<file path="src/rtl/edram_bridge_pkg.sv">
// Shared types and helpers for the eDRAM request bridge: FSM states,
// line geometry, counter width and lane/byte-enable helpers.
package edram_bridge_pkg;

  localparam int EDRAM_WIDTH = 128;
  localparam int LANES       = 4;
  localparam int BE_W        = EDRAM_WIDTH / 8;
  localparam int CNT_W       = 16;

  typedef enum logic [1:0] {
    ST_IDLE   = 2'd0,
    ST_RD_ISS = 2'd1,
    ST_RD_CAP = 2'd2,
    ST_WR_ISS = 2'd3
  } state_e;

  function automatic logic [CNT_W-1:0] sat_inc(input logic [CNT_W-1:0] v);
    return (v == {CNT_W{1'b1}}) ? v : v + CNT_W'(1);
  endfunction

  function automatic logic [31:0] lane_sel(input logic [EDRAM_WIDTH-1:0] line, input logic [1:0] lane);
    logic [31:0] r;
    case (lane)
      2'd0:    r = line[31:0];
      2'd1:    r = line[63:32];
      2'd2:    r = line[95:64];
      2'd3:    r = line[127:96];
      default: r = 32'h0000_0000;
    endcase
    return r;
  endfunction

  function automatic logic [BE_W-1:0] lane_be(input logic [1:0] lane, input logic [3:0] be);
    return BE_W'(be) << {lane, 2'b00};
  endfunction

endpackage

</file>
<file path="src/rtl/edram_line_buf.sv">
// One-line read buffer: 128-bit data, tag and valid, hit compare and
// byte-merged write-through for stores that land on the buffered line.
module edram_line_buf
  import edram_bridge_pkg::*;
#(
  parameter int TAG_W = 12,
  parameter int EN    = 1
)(
  input  logic                   clk,
  input  logic                   rst,
  input  logic                   i_fill,
  input  logic [TAG_W-1:0]       i_fill_tag,
  input  logic [EDRAM_WIDTH-1:0] i_fill_data,
  input  logic                   i_wr,
  input  logic [TAG_W-1:0]       i_wr_tag,
  input  logic [EDRAM_WIDTH-1:0] i_wr_data,
  input  logic [BE_W-1:0]        i_wr_be,
  input  logic [TAG_W-1:0]       i_lookup_tag,
  input  logic [1:0]             i_lookup_lane,
  output logic                   o_hit,
  output logic [31:0]            o_lane_data
);

  logic [EDRAM_WIDTH-1:0] r_data;
  logic [TAG_W-1:0]       r_tag;
  logic                   r_valid;
  logic [EDRAM_WIDTH-1:0] w_merged;
  logic                   w_wr_match;

  always_comb begin
    w_merged = r_data;
    for (int b = 0; b < BE_W; b++) begin
      if (i_wr_be[b]) w_merged[b*8 +: 8] = i_wr_data[b*8 +: 8];
      else            w_merged[b*8 +: 8] = r_data[b*8 +: 8];
    end
  end

  assign w_wr_match  = r_valid && (r_tag == i_wr_tag);
  assign o_hit       = (EN != 0) && r_valid && (r_tag == i_lookup_tag);
  assign o_lane_data = lane_sel(r_data, i_lookup_lane);

  // With the buffer disabled, fills are ignored so valid never rises.
  always_ff @(posedge clk or posedge rst) begin
    if (rst) begin
      r_valid <= 1'b0;
      r_tag   <= '0;
      r_data  <= '0;
    end else if (i_fill && (EN != 0)) begin
      r_valid <= 1'b1;
      r_tag   <= i_fill_tag;
      r_data  <= i_fill_data;
    end else if (i_wr && w_wr_match) begin
      r_data  <= w_merged;
    end
  end

endmodule

</file>
<file path="src/rtl/edram_req_bridge.sv">
// Bridges single-word core requests onto a 128-bit line eDRAM port,
// with an optional one-line read buffer and saturating hit/miss counters.
module edram_req_bridge
  import edram_bridge_pkg::*;
#(
  parameter  int ARR_INST_DEPTH = 1,
  parameter  int LINE_BUF_EN    = 1,
  localparam int ARR_DEPTH_W    = $clog2(4096 * ARR_INST_DEPTH)
)(
  input  logic                   clk,
  input  logic                   rst,
  input  logic                   req_i,
  output logic                   gnt_o,
  input  logic [ARR_DEPTH_W+3:0] addr_i,
  input  logic                   we_i,
  input  logic [3:0]             be_i,
  input  logic [31:0]            wdata_i,
  output logic                   rvalid_o,
  output logic [31:0]            rdata_o,
  output logic                   edram_rvalid,
  output logic [ARR_DEPTH_W-1:0] edram_raddr,
  input  logic                   edram_rready,
  input  logic [EDRAM_WIDTH-1:0] edram_rdata,
  output logic                   edram_wvalid,
  output logic [ARR_DEPTH_W-1:0] edram_waddr,
  output logic [EDRAM_WIDTH-1:0] edram_wdata,
  output logic [BE_W-1:0]        edram_wbe,
  input  logic                   edram_wready,
  input  logic                   cnt_clr_i,
  output logic [CNT_W-1:0]       hit_cnt_o,
  output logic [CNT_W-1:0]       miss_cnt_o
);

  state_e                 r_state;
  state_e                 w_state_nxt;
  logic [ARR_DEPTH_W-1:0] r_line;
  logic [1:0]             r_lane;
  logic [3:0]             r_be;
  logic [31:0]            r_wdata;
  logic                   r_erv;
  logic                   r_ewv;
  logic                   r_rvalid;
  logic [31:0]            r_rdata;
  logic [CNT_W-1:0]       r_hit_cnt;
  logic [CNT_W-1:0]       r_miss_cnt;

  logic                   w_accept;
  logic                   w_buf_hit;
  logic                   w_hit;
  logic [31:0]            w_buf_lane;
  logic [ARR_DEPTH_W-1:0] w_line;
  logic [1:0]             w_lane;
  logic [1:0]             w_unused_addr;

  assign w_line        = addr_i[ARR_DEPTH_W+3:4];
  assign w_lane        = addr_i[3:2];
  assign w_unused_addr = addr_i[1:0];
  assign w_accept      = req_i && (r_state == ST_IDLE);
  assign w_hit         = w_buf_hit && !we_i;
  assign gnt_o         = w_accept;

  edram_line_buf #(
    .TAG_W (ARR_DEPTH_W),
    .EN    (LINE_BUF_EN)
  ) u_line_buf (
    .clk           (clk),
    .rst           (rst),
    .i_fill        (r_state == ST_RD_CAP),
    .i_fill_tag    (r_line),
    .i_fill_data   (edram_rdata),
    .i_wr          ((r_state == ST_WR_ISS) && edram_wready),
    .i_wr_tag      (r_line),
    .i_wr_data     (edram_wdata),
    .i_wr_be       (edram_wbe),
    .i_lookup_tag  (w_line),
    .i_lookup_lane (w_lane),
    .o_hit         (w_buf_hit),
    .o_lane_data   (w_buf_lane)
  );

  always_comb begin
    w_state_nxt = r_state;
    case (r_state)
      ST_IDLE: begin
        if (w_accept && we_i)        w_state_nxt = ST_WR_ISS;
        else if (w_accept && !w_hit) w_state_nxt = ST_RD_ISS;
        else                         w_state_nxt = ST_IDLE;
      end
      ST_RD_ISS: begin
        if (edram_rready) w_state_nxt = ST_RD_CAP;
        else              w_state_nxt = ST_RD_ISS;
      end
      ST_RD_CAP: w_state_nxt = ST_IDLE;
      ST_WR_ISS: begin
        if (edram_wready) w_state_nxt = ST_IDLE;
        else              w_state_nxt = ST_WR_ISS;
      end
      default: w_state_nxt = ST_IDLE;
    endcase
  end

  // Request fields are latched at accept; the response pulse defaults low each cycle.
  always_ff @(posedge clk or posedge rst) begin
    if (rst) begin
      r_state  <= ST_IDLE;
      r_line   <= '0;
      r_lane   <= 2'd0;
      r_be     <= 4'd0;
      r_wdata  <= 32'd0;
      r_erv    <= 1'b0;
      r_ewv    <= 1'b0;
      r_rvalid <= 1'b0;
      r_rdata  <= 32'd0;
    end else begin
      r_state  <= w_state_nxt;
      r_rvalid <= 1'b0;
      case (r_state)
        ST_IDLE: begin
          if (w_accept) begin
            r_line  <= w_line;
            r_lane  <= w_lane;
            r_be    <= be_i;
            r_wdata <= wdata_i;
            if (we_i) begin
              r_ewv <= 1'b1;
            end else if (w_hit) begin
              r_rvalid <= 1'b1;
              r_rdata  <= w_buf_lane;
            end else begin
              r_erv <= 1'b1;
            end
          end
        end
        ST_RD_ISS: begin
          if (edram_rready) r_erv <= 1'b0;
        end
        ST_RD_CAP: begin
          r_rvalid <= 1'b1;
          r_rdata  <= lane_sel(edram_rdata, r_lane);
        end
        ST_WR_ISS: begin
          if (edram_wready) begin
            r_ewv    <= 1'b0;
            r_rvalid <= 1'b1;
            r_rdata  <= 32'd0;
          end
        end
        default: begin
        end
      endcase
    end
  end

  // Clear wins over an increment landing in the same cycle.
  always_ff @(posedge clk or posedge rst) begin
    if (rst) begin
      r_hit_cnt  <= '0;
      r_miss_cnt <= '0;
    end else if (cnt_clr_i) begin
      r_hit_cnt  <= '0;
      r_miss_cnt <= '0;
    end else begin
      if (w_accept && !we_i && w_hit) r_hit_cnt  <= sat_inc(r_hit_cnt);
      if (r_state == ST_RD_CAP)       r_miss_cnt <= sat_inc(r_miss_cnt);
    end
  end

  assign rvalid_o     = r_rvalid;
  assign rdata_o      = r_rdata;
  assign edram_rvalid = r_erv;
  assign edram_raddr  = r_line;
  assign edram_wvalid = r_ewv;
  assign edram_waddr  = r_line;
  assign edram_wdata  = {LANES{r_wdata}};
  assign edram_wbe    = lane_be(r_lane, r_be);
  assign hit_cnt_o    = r_hit_cnt;
  assign miss_cnt_o   = r_miss_cnt;

endmodule

</file>
<file path="config.mk">
export PLATFORM = sky130hd
export DESIGN_NAME = edram_req_bridge
export DESIGN_NICKNAME = d
export VERILOG_FILES = /design/src/rtl/edram_bridge_pkg.sv /design/src/rtl/edram_line_buf.sv /design/src/rtl/edram_req_bridge.sv
export SDC_FILE = /design/constraint.sdc
export NUM_CORES = 1
export LEC_CHECK = 0
export ABC_CLOCK_PERIOD_IN_PS = 5900
export CORE_MARGIN = 5
export CORE_UTILIZATION = 50
export CTS_BUF_LIST = sky130_fd_sc_hd__clkbuf_4 sky130_fd_sc_hd__clkbuf_8
export CTS_CLUSTER_SIZE = 24
export DETAILED_ROUTE_END_ITERATION = 7
export PLACE_DENSITY = 0.83
export SYNTH_ARGS = -nofsm -noshare
export SYNTH_HDL_FRONTEND = slang
export SYNTH_HIERARCHICAL = 1
export SYNTH_SLANG_ARGS = --single-unit
export TNS_END_PERCENT = 10
</file>
<file path="constraint.sdc">
create_clock -name clk -period 5.9 [get_ports clk]
set_clock_uncertainty 0.15 [all_clocks]
set_input_delay 0.885 -clock clk [delete_from_list [all_inputs] [get_ports clk]]
set_output_delay 0.885 -clock clk [all_outputs]
set_load 0.005 [all_outputs]
</file>
==> results of run 1 <==
## cell usage after synthesis, types with 2 or more instances
| cell type | number | area share |
|---|---|---|
| sky130_fd_sc_hd__mux2_1 | 49 | 0.036 |
| sky130_fd_sc_hd__xor2_1 | 6 | 0.0034 |
| sky130_fd_sc_hd__mux4_2 | 64 | 0.093 |
| sky130_fd_sc_hd__or2_2 | 2 | 0.00081 |
| sky130_fd_sc_hd__and3_1 | 9 | 0.0036 |
| sky130_fd_sc_hd__buf_4 | 110 | 0.054 |
| sky130_fd_sc_hd__nor4b_1 | 4 | 0.0023 |
| sky130_fd_sc_hd__buf_1 | 2 | 0.00049 |
| sky130_fd_sc_hd__inv_1 | 14 | 0.0034 |
| sky130_fd_sc_hd__mux2_4 | 80 | 0.078 |
| sky130_fd_sc_hd__or3_1 | 11 | 0.0045 |
| sky130_fd_sc_hd__inv_2 | 2 | 0.00049 |
| sky130_fd_sc_hd__xnor2_1 | 13 | 0.0074 |
| sky130_fd_sc_hd__o211ai_1 | 2 | 0.00097 |
| sky130_fd_sc_hd__and2_1 | 9 | 0.0036 |
| sky130_fd_sc_hd__nand2_1 | 49 | 0.012 |
| sky130_fd_sc_hd__a21oi_1 | 53 | 0.017 |
| sky130_fd_sc_hd__o31ai_1 | 13 | 0.0063 |
| sky130_fd_sc_hd__a41o_1 | 16 | 0.010 |
| sky130_fd_sc_hd__buf_6 | 11 | 0.0080 |
| sky130_fd_sc_hd__ha_1 | 2 | 0.0016 |
| sky130_fd_sc_hd__nor2_1 | 13 | 0.0032 |
| sky130_fd_sc_hd__nor4_2 | 3 | 0.0024 |
| sky130_fd_sc_hd__nor2b_1 | 46 | 0.019 |
| sky130_fd_sc_hd__buf_2 | 20 | 0.0065 |
| sky130_fd_sc_hd__o21ai_0 | 47 | 0.015 |
| sky130_fd_sc_hd__nand3_1 | 16 | 0.0052 |
| sky130_fd_sc_hd__clkbuf_1 | 47 | 0.011 |
| sky130_fd_sc_hd__or4_1 | 10 | 0.0049 |
| sky130_fd_sc_hd__nor4_1 | 7 | 0.0028 |
| sky130_fd_sc_hd__o22ai_1 | 2 | 0.00081 |
| sky130_fd_sc_hd__nand2b_1 | 5 | 0.0020 |
| sky130_fd_sc_hd__nand4_1 | 9 | 0.0036 |
| sky130_fd_sc_hd__nor3_1 | 6 | 0.0019 |
| sky130_fd_sc_hd__mux2_2 | 195 | 0.14 |
| sky130_fd_sc_hd__dfrtp_1 | 260 | 0.42 |
## per-stage QoR
step                hold WS [ns]  std cells  setup slack, ns  power (mW)
floorplan                  0.303       1223             1.08        7.20
global placement           0.312       1862             1.71        8.88
detailed placement         0.321       1862             1.68        9.07
CTS                        0.333       1946             2.11        10.9
global route               0.346       1949             2.05        11.4
finish                     0.328       1949             2.17        10.8
## layout by cell type (no fill, tap or decap), drive strengths merged, types with 5 or more instances in the layout
cell	n
a21oi	53
a41o	16
and2	9
and3	9
buf	15
clkbuf	76
clkdlybuf4s50	418
dfrtp	260
inv	16
mux2	324
mux4	64
nand2	49
nand2b	5
nand3	16
nand4	10
nor2	13
nor2b	46
nor3	6
nor4	10
o21ai	48
o31ai	13
or3	11
or4	10
xnor2	13
xor2	6
## per-layer routing
| metal | global-route usage | part of all wire |
|---|---|---|
| met5 | 0 | 0.00025 |
| met4 | 0.0740 | 0.028 |
| met1 | 0.323 | 0.40 |
| met3 | 0.0557 | 0.079 |
| met2 | 0.420 | 0.49 |
## worst max-delay path, delay by kind of cell, from the launching register on
family / cells / cell delay [ns]
buf+inv: 2 / 1.14
flops: 1 / 0.55
simple gates: 2 / 0.47
## layout make-up
type | count | area [sq um]
antenna | 3 | 7.51
clock buffer | 76 | 915
clock inverter | 8 | 50.0
fill | 2224 | 10500
inverter | 16 | 70.1
multi-input combinational | 757 | 7670
sequential | 260 | 6510
tap | 396 | 495
timing repair buffer | 433 | 4300
## cell families (layout without fill, tap and decap cells)
family | count (synthesis) | count (layout) | synth area share
other | 0 | 3 | 0
adder cells (fa/ha/maj) | 2 | 2 | 0.00162
XOR/XNOR | 19 | 19 | 0.0108
flip-flops | 260 | 260 | 0.422
AO/OA/AOI/OAI | 140 | 140 | 0.0547
multiplexers | 389 | 389 | 0.350
buffers and inverters | 206 | 533 | 0.0839
AND/OR/NAND/NOR | 207 | 207 | 0.0771
## flip-flops by register name (all words and copies together), names as in the netlist
name and flops:
edram_raddr 12, edram_rvalid 1, edram_wvalid 1, hit_cnt_o 16
miss_cnt_o 16, r_be 4, r_lane 2, r_state 2
r_wdata 32, rdata_o 32, rvalid_o 1, u_line_buf/r_data 128
u_line_buf/r_tag 12, u_line_buf/r_valid 1
## worst max path at each step
stage | to | slack (ns) | cells past startpoint
after detailed placement | hit_cnt_o[13] | 1.68 | 9
after CTS | edram_wbe[10] | 2.11 | 4
final | edram_wbe[10] | 2.17 | 4
after floorplan | u_line_buf/r_data[0] | 1.08 | 1
after global placement | hit_cnt_o[13] | 1.71 | 9
after global routing | edram_wbe[5] | 2.05 | 3
## power groups by stage
stage	Combinational [mW]	Clock, mW	Sequential, mW
final	5.63	1.73	3.43
after global routing	6.01	1.86	3.56
after CTS	5.66	1.77	3.43
after detailed placement	5.62	0	3.45
after global placement	5.50	0	3.38
after floorplan	4.06	0	3.14
==> results.md, run 1 <==
| Quantity | Value |
| --- | --- |
| Outcome | complete, no violations |
| Worst reg-to-reg setup slack | 2.42 ns |
| Wire length after detailed routing | 44.3 mm |
| Final instance area | 20000 sq um |
| Part of the power in the clock network | 0.160 |
| Clock tree root driver cell | sky130_fd_sc_hd__clkbuf_8 |
| Yosys Warn Count | 6 |
| Final worst path period need | 3.73 ns |
| Startpoint of the most critical hold path | rdata_o[14] |
| Kind of launch point of the worst setup path | flop |
| Crit path launch | r_lane[1] |
| Final core utilization | 0.656 |
| Fraction of registers with async set/reset | 1.00 |
| Post-DR vias/cell | 5.75 |
| Number of standard cells after synthesis | 1223 |
| Overflow left after global routing | 0 |
| Slowest cell delay on critical path | 0.57 ns |
| Clock buffer count from CTS | 47 |
| Via count of the first global-routing pass | 11800 |
| Slew at the pin closest to its max-slew limit | 1.06 ns |
| Signal arrival time at the worst endpoint | 2.70 ns |
| Maximum buffer depth of the clock tree | 3 |
| Sequential cell area fraction in the yosys report | 0.422 |
| Register bit total from synthesis | 260 |
| Period Utilization, post-route | 0.633 |
| Dominant synthesized flop cell | sky130_fd_sc_hd__dfrtp_1 |
| Worst R2R End | u_line_buf/r_data[61] |
| Max FO, Critical Path | 33 |
| Hold endpoint | rdata_o[14] |
| Syn avg cell area | 12.6 sq um |
| Max transition margin | 0.287 |
| Length of the first detailed-routing pass in iterations | 5 |
| Number of hold buffers added after CTS | 0 |
| Die ar. | 34500 sq um |
| Vertical extent of the die | 186 microns |
| Signed area change from the synthesized netlist to the final layout | 29.9% |
| Maximum frequency from static timing analysis | 268 MHz |
| Sw Ratio | 0.341 |
| Number of hold-slack violations in the final timing report | 0 |
| Share of power burned in registers | 0.318 |
| Largest voltage drop on the vdd net | 0.000316 V |
| Starting density of the core | 0.506 |
| Kind of critical path | flop to output pin |
| Critical path endpoint category | output pin |
| Int Power | 7.12 mW |
| CTS tree | done |
| Number of top-level pins | 423 |
| Initial DRC Count | 584 |
| Global routing usage summed across all routing layers | 0.248 |
| Net Count, Synth | 1412 |
| Number of nets still failing antenna checks after routing | 0 |
| Sum Neg Setup Slack | 0 ns |
| Drc violations | 0 |
| Share of final-layout standard cells stronger than drive strength 1 | 0.294 |
| Origin of the critical flop-to-flop path | r_state[1] |
| Final setup violation count | 0 |
| Final GP Congestion | 0.826 |
| Setup repair after global routing missed its margin | no |
| Standard cell with the maximum stage delay on the critical path | sky130_fd_sc_hd__buf_4 |
| Core Footprint | 30500 sq um |
| Number of maximum-capacitance constraint violations | 0 |
| Count of flip-flops with a built-in enable after synthesis | 0 |
| Combinational share of power | 0.522 |
| Net load switching power | 3.68 mW |
| Max Transition Viols Final | 0 |
| Final-stage net count | 1704 |
| Instance area after placement | 19100 sq um |
| Maximum number of pins on one net before global-route repair | 130 |
| Horiz. Die Dim | 186 microns |
| Area of the mapped netlist | 15400 sq um |
| Depth of the worst register-to-register path | 5 |
| Number of antenna violations at the first check in global routing | 5 |
| Number of gates resized after CTS | 0 |
| Worst Hold Class | flop to flop |
| H-tree depth | 2 |
| Routed WL per cell | 22.7 microns |
| First-pass GRT wire length | 67.5 mm |
| Worst endpoint required time | 4.87 ns |
| Cell area power density | 539 nW/um^2 |
| Latest clock arrival within the worst-skew pair | 0.55 ns |
| CTS clk-pin slew, worst paths | 0.06 ns |
| LEAKAGE | 8.11 nW |
| Clock sinks | 260 |
| Routed vias | 11200 |
| FP Rows | 64 |
| Distinct cell type count of the synthesized netlist | 52 |
| Cells traversed along the worst timing path | buf_4, nor2b_1, and2_1, clkdlybuf4s50_1 |
| Hold Path Depth | 2 |
| Total of buffers placed on input and output ports | 420 |
| HPWL after detailed placement | 30.2 mm |
| Count of buffers added by post-CTS timing repair for setup | 0 |
No activity file was read; power rests on OpenSTA's default activity.
==> run 2: changes to the inputs <==
Settings changed: ABC_CLOCK_PERIOD_IN_PS 5900 to 3150, CORE_UTILIZATION 50 to 46, PLACE_DENSITY 0.83 to 0.8.
Clock period 5.9 ns to 3.15 ns, I/O delays scaled along.
==> run 2 against run 1 <==
  * Critical path depth down 1
  * Die area up 8.2%
  * Register-to-register slack worse by 2.2 ns
  * Non-clock buffer count up 34
  * Highest routed layer unchanged
  * Critical path type unchanged
  * Largest power group unchanged
==> results.md, run 2 (synthesis gave the netlist of run 1 again) <==
| Quantity | Value |
| --- | --- |
| Via count of the first global-routing pass | 12000 |
| Signal arrival time at the worst endpoint | 2.43 ns |
| Routed vias | 11100 |
| Wire length after detailed routing | 44.6 mm |
| Reg with most FFs | u_line_buf/r_data |
| Origin of the critical flop-to-flop path | u_line_buf/r_tag[8] |
| Starting density of the core | 0.463 |
| Slowest cell delay on critical path | 0.82 ns |
| Length of the first detailed-routing pass in iterations | 7 |
| Crit path launch | r_lane[1] |
| Slew at the pin closest to its max-slew limit | 0.791 ns |
| CTS tree | done |
| Routed WL per cell | 22.0 microns |
| Outcome | complete, no violations |
| Core Footprint | 33300 sq um |
| Clock tree root driver cell | sky130_fd_sc_hd__clkbuf_8 |
| HPWL after detailed placement | 31.1 mm |
| Share of final-layout standard cells stronger than drive strength 1 | 0.306 |
| Die ar. | 37300 sq um |
| Number of top-level pins | 423 |
| Standard cell with the maximum stage delay on the critical path | sky130_fd_sc_hd__dfrtp_2 |
| Maximum number of pins on one net before global-route repair | 142 |
| Maximum frequency from static timing analysis | 328 MHz |
| Most frequent standard cell in the layout excluding fill and tap cells | sky130_fd_sc_hd__clkdlybuf4s50_1 |
| Count of buffers added by post-CTS timing repair for setup | 0 |
| Setup repair after global routing missed its margin | no |
| Kind of launch point of the worst setup path | flop |
| Period Utilization, post-route | 0.969 |
| Max FO, Critical Path | 24 |
| Max transition margin | 0.472 |
| Total of buffers placed on input and output ports | 420 |
| Latest clock arrival within the worst-skew pair | 0.55 ns |
| Final GP Congestion | 0.870 |
| Signed area change from the synthesized netlist to the final layout | 33.0% |
| Final-stage net count | 1737 |
| Post-DR vias/cell | 5.47 |
| Number of nets still failing antenna checks after routing | 0 |
| Share of power burned in registers | 0.310 |
| FP Rows | 67 |
| CTS clk-pin slew, worst paths | 0.06 ns |
| Cells traversed along the worst timing path | nor2b_1, and2_1, clkdlybuf4s50_1 |
| Global routing usage summed across all routing layers | 0.231 |
| Post-layout total power | 20.6 mW |
| Instance area after placement | 19500 sq um |
| Initial DRC Count | 680 |
| Max reg flops | 128 |
| Number of hold-slack violations in the final timing report | 0 |
| Critical path endpoint category | output pin |
| Net load switching power | 6.90 mW |
| Number of hold buffers added after CTS | 0 |
| Sw Ratio | 0.335 |
| Drc violations | 0 |
| Commonest cells after routing, fill and taps aside | sky130_fd_sc_hd__clkdlybuf4s50_1, sky130_fd_sc_hd__dfrtp_1, sky130_fd_sc_hd__mux2_2 |
| Cell area power density | 1000 nW/um^2 |
| Final instance area | 20500 sq um |
| First-pass GRT wire length | 67.7 mm |
| Clock buffer count from CTS | 46 |
| Final setup violation count | 0 |
| Number of maximum-capacitance constraint violations | 0 |
| Depth of the worst register-to-register path | 8 |
| Int Power | 13.7 mW |
| Part of the power in the clock network | 0.158 |
| Final worst path period need | 3.05 ns |
| Vertical extent of the die | 193 microns |
| Combinational share of power | 0.532 |
| Kind of critical path | flop to output pin |
| Horiz. Die Dim | 193 microns |
| Worst endpoint required time | 2.53 ns |
| Max Transition Viols Final | 0 |
| Overflow left after global routing | 0 |
| LEAKAGE | 8.33 nW |
| Maximum buffer depth of the clock tree | 3 |
| H-tree depth | 2 |
| Clock sinks | 260 |
| Number of antenna violations at the first check in global routing | 4 |
| Worst Hold Class | input port to async pin |
| Largest voltage drop on the vdd net | 0.000589 V |
## run 2: cell count changes in the layout (fill, tap and decap cells not counted)
cell	delta
sky130_fd_sc_hd__buf_12	+14
sky130_fd_sc_hd__buf_4	+20
sky130_fd_sc_hd__bufinv_16	+1
sky130_fd_sc_hd__clkbuf_4	-5
sky130_fd_sc_hd__clkbuf_8	+2
sky130_fd_sc_hd__clkinv_2	-1
sky130_fd_sc_hd__clkinvlp_4	-2
sky130_fd_sc_hd__diode_2	+1
sky130_fd_sc_hd__inv_6	-1
## run 2: power by group through the flow
stage	Sequential (mW)	Combinational, mW	Clock [mW]
after CTS	6.38	11.1	3.34
final	6.39	11.0	3.25
after global placement	6.31	10.7	0
after floorplan	5.88	7.61	0
after global routing	6.63	11.7	3.50
after detailed placement	6.42	11.0	0
## run 2: repair_timing
item                       4_1_cts  5_1_grt
setup endpoints to repair        0        1
hold endpoints to repair         0        0
resized for setup                0        1
## run 2: worst max-delay path, delay by kind of cell, from the launching register on
kind | cells | cell delay (ns)
DFF | 1 | 0.82
buffers and inverters | 1 | 0.57
and+or+nand+nor | 2 | 0.49
## run 2: cell type report
type,instances,area (sq um)
well taps,448,561
flip-flops and latches,260,6510
repair buffers,467,4730
clock buffers,73,905
inverters,16,68.8
diodes,4,10.0
clock inverters,5,52.6
multi-input cells,757,7670
fillers,2575,12800
## run 2: path summary, 6_finish.rpt
check | end | slack, ns
hold / removal | r_wdata[13] | 0.28
min in group clk | rdata_o[16] | 0.33
setup reg to reg | hit_cnt_o[13] | 0.27
hold reg to reg | rdata_o[16] | 0.33
setup / recovery | edram_wbe[10] | 0.1
max in group asynchronous | u_line_buf/r_tag[10] | 1.76
## run 2: metrics by stage
step	hold slack, ns	TNS (ns)	worst slack (ns)	utilization	std cells
3_5_place_dp	0.320	-0.637	-0.140	0.587	1948
5_1_grt	0.289	0	0.0374	0.616	2029
6_report	0.280	0	0.0966	0.617	2030
4_1_cts	0.268	0	0.0387	0.616	2026
3_3_place_gp	0.310	-0.506	-0.0958	0.587	1948
2_1_floorplan	0.303	-74.97	-0.630	-	1223
## run 2: routing by layer
| metal | part of all wire | GRT usage | wire length, microns |
|---|---|---|---|
| met1 | 0.41 | 0.296 | 18400 |
| met2 | 0.49 | 0.390 | 21800 |
| met3 | 0.065 | 0.0475 | 2900 |
| met4 | 0.031 | 0.0822 | 1380 |
| met5 | 0.00029 | 0 | 13 |
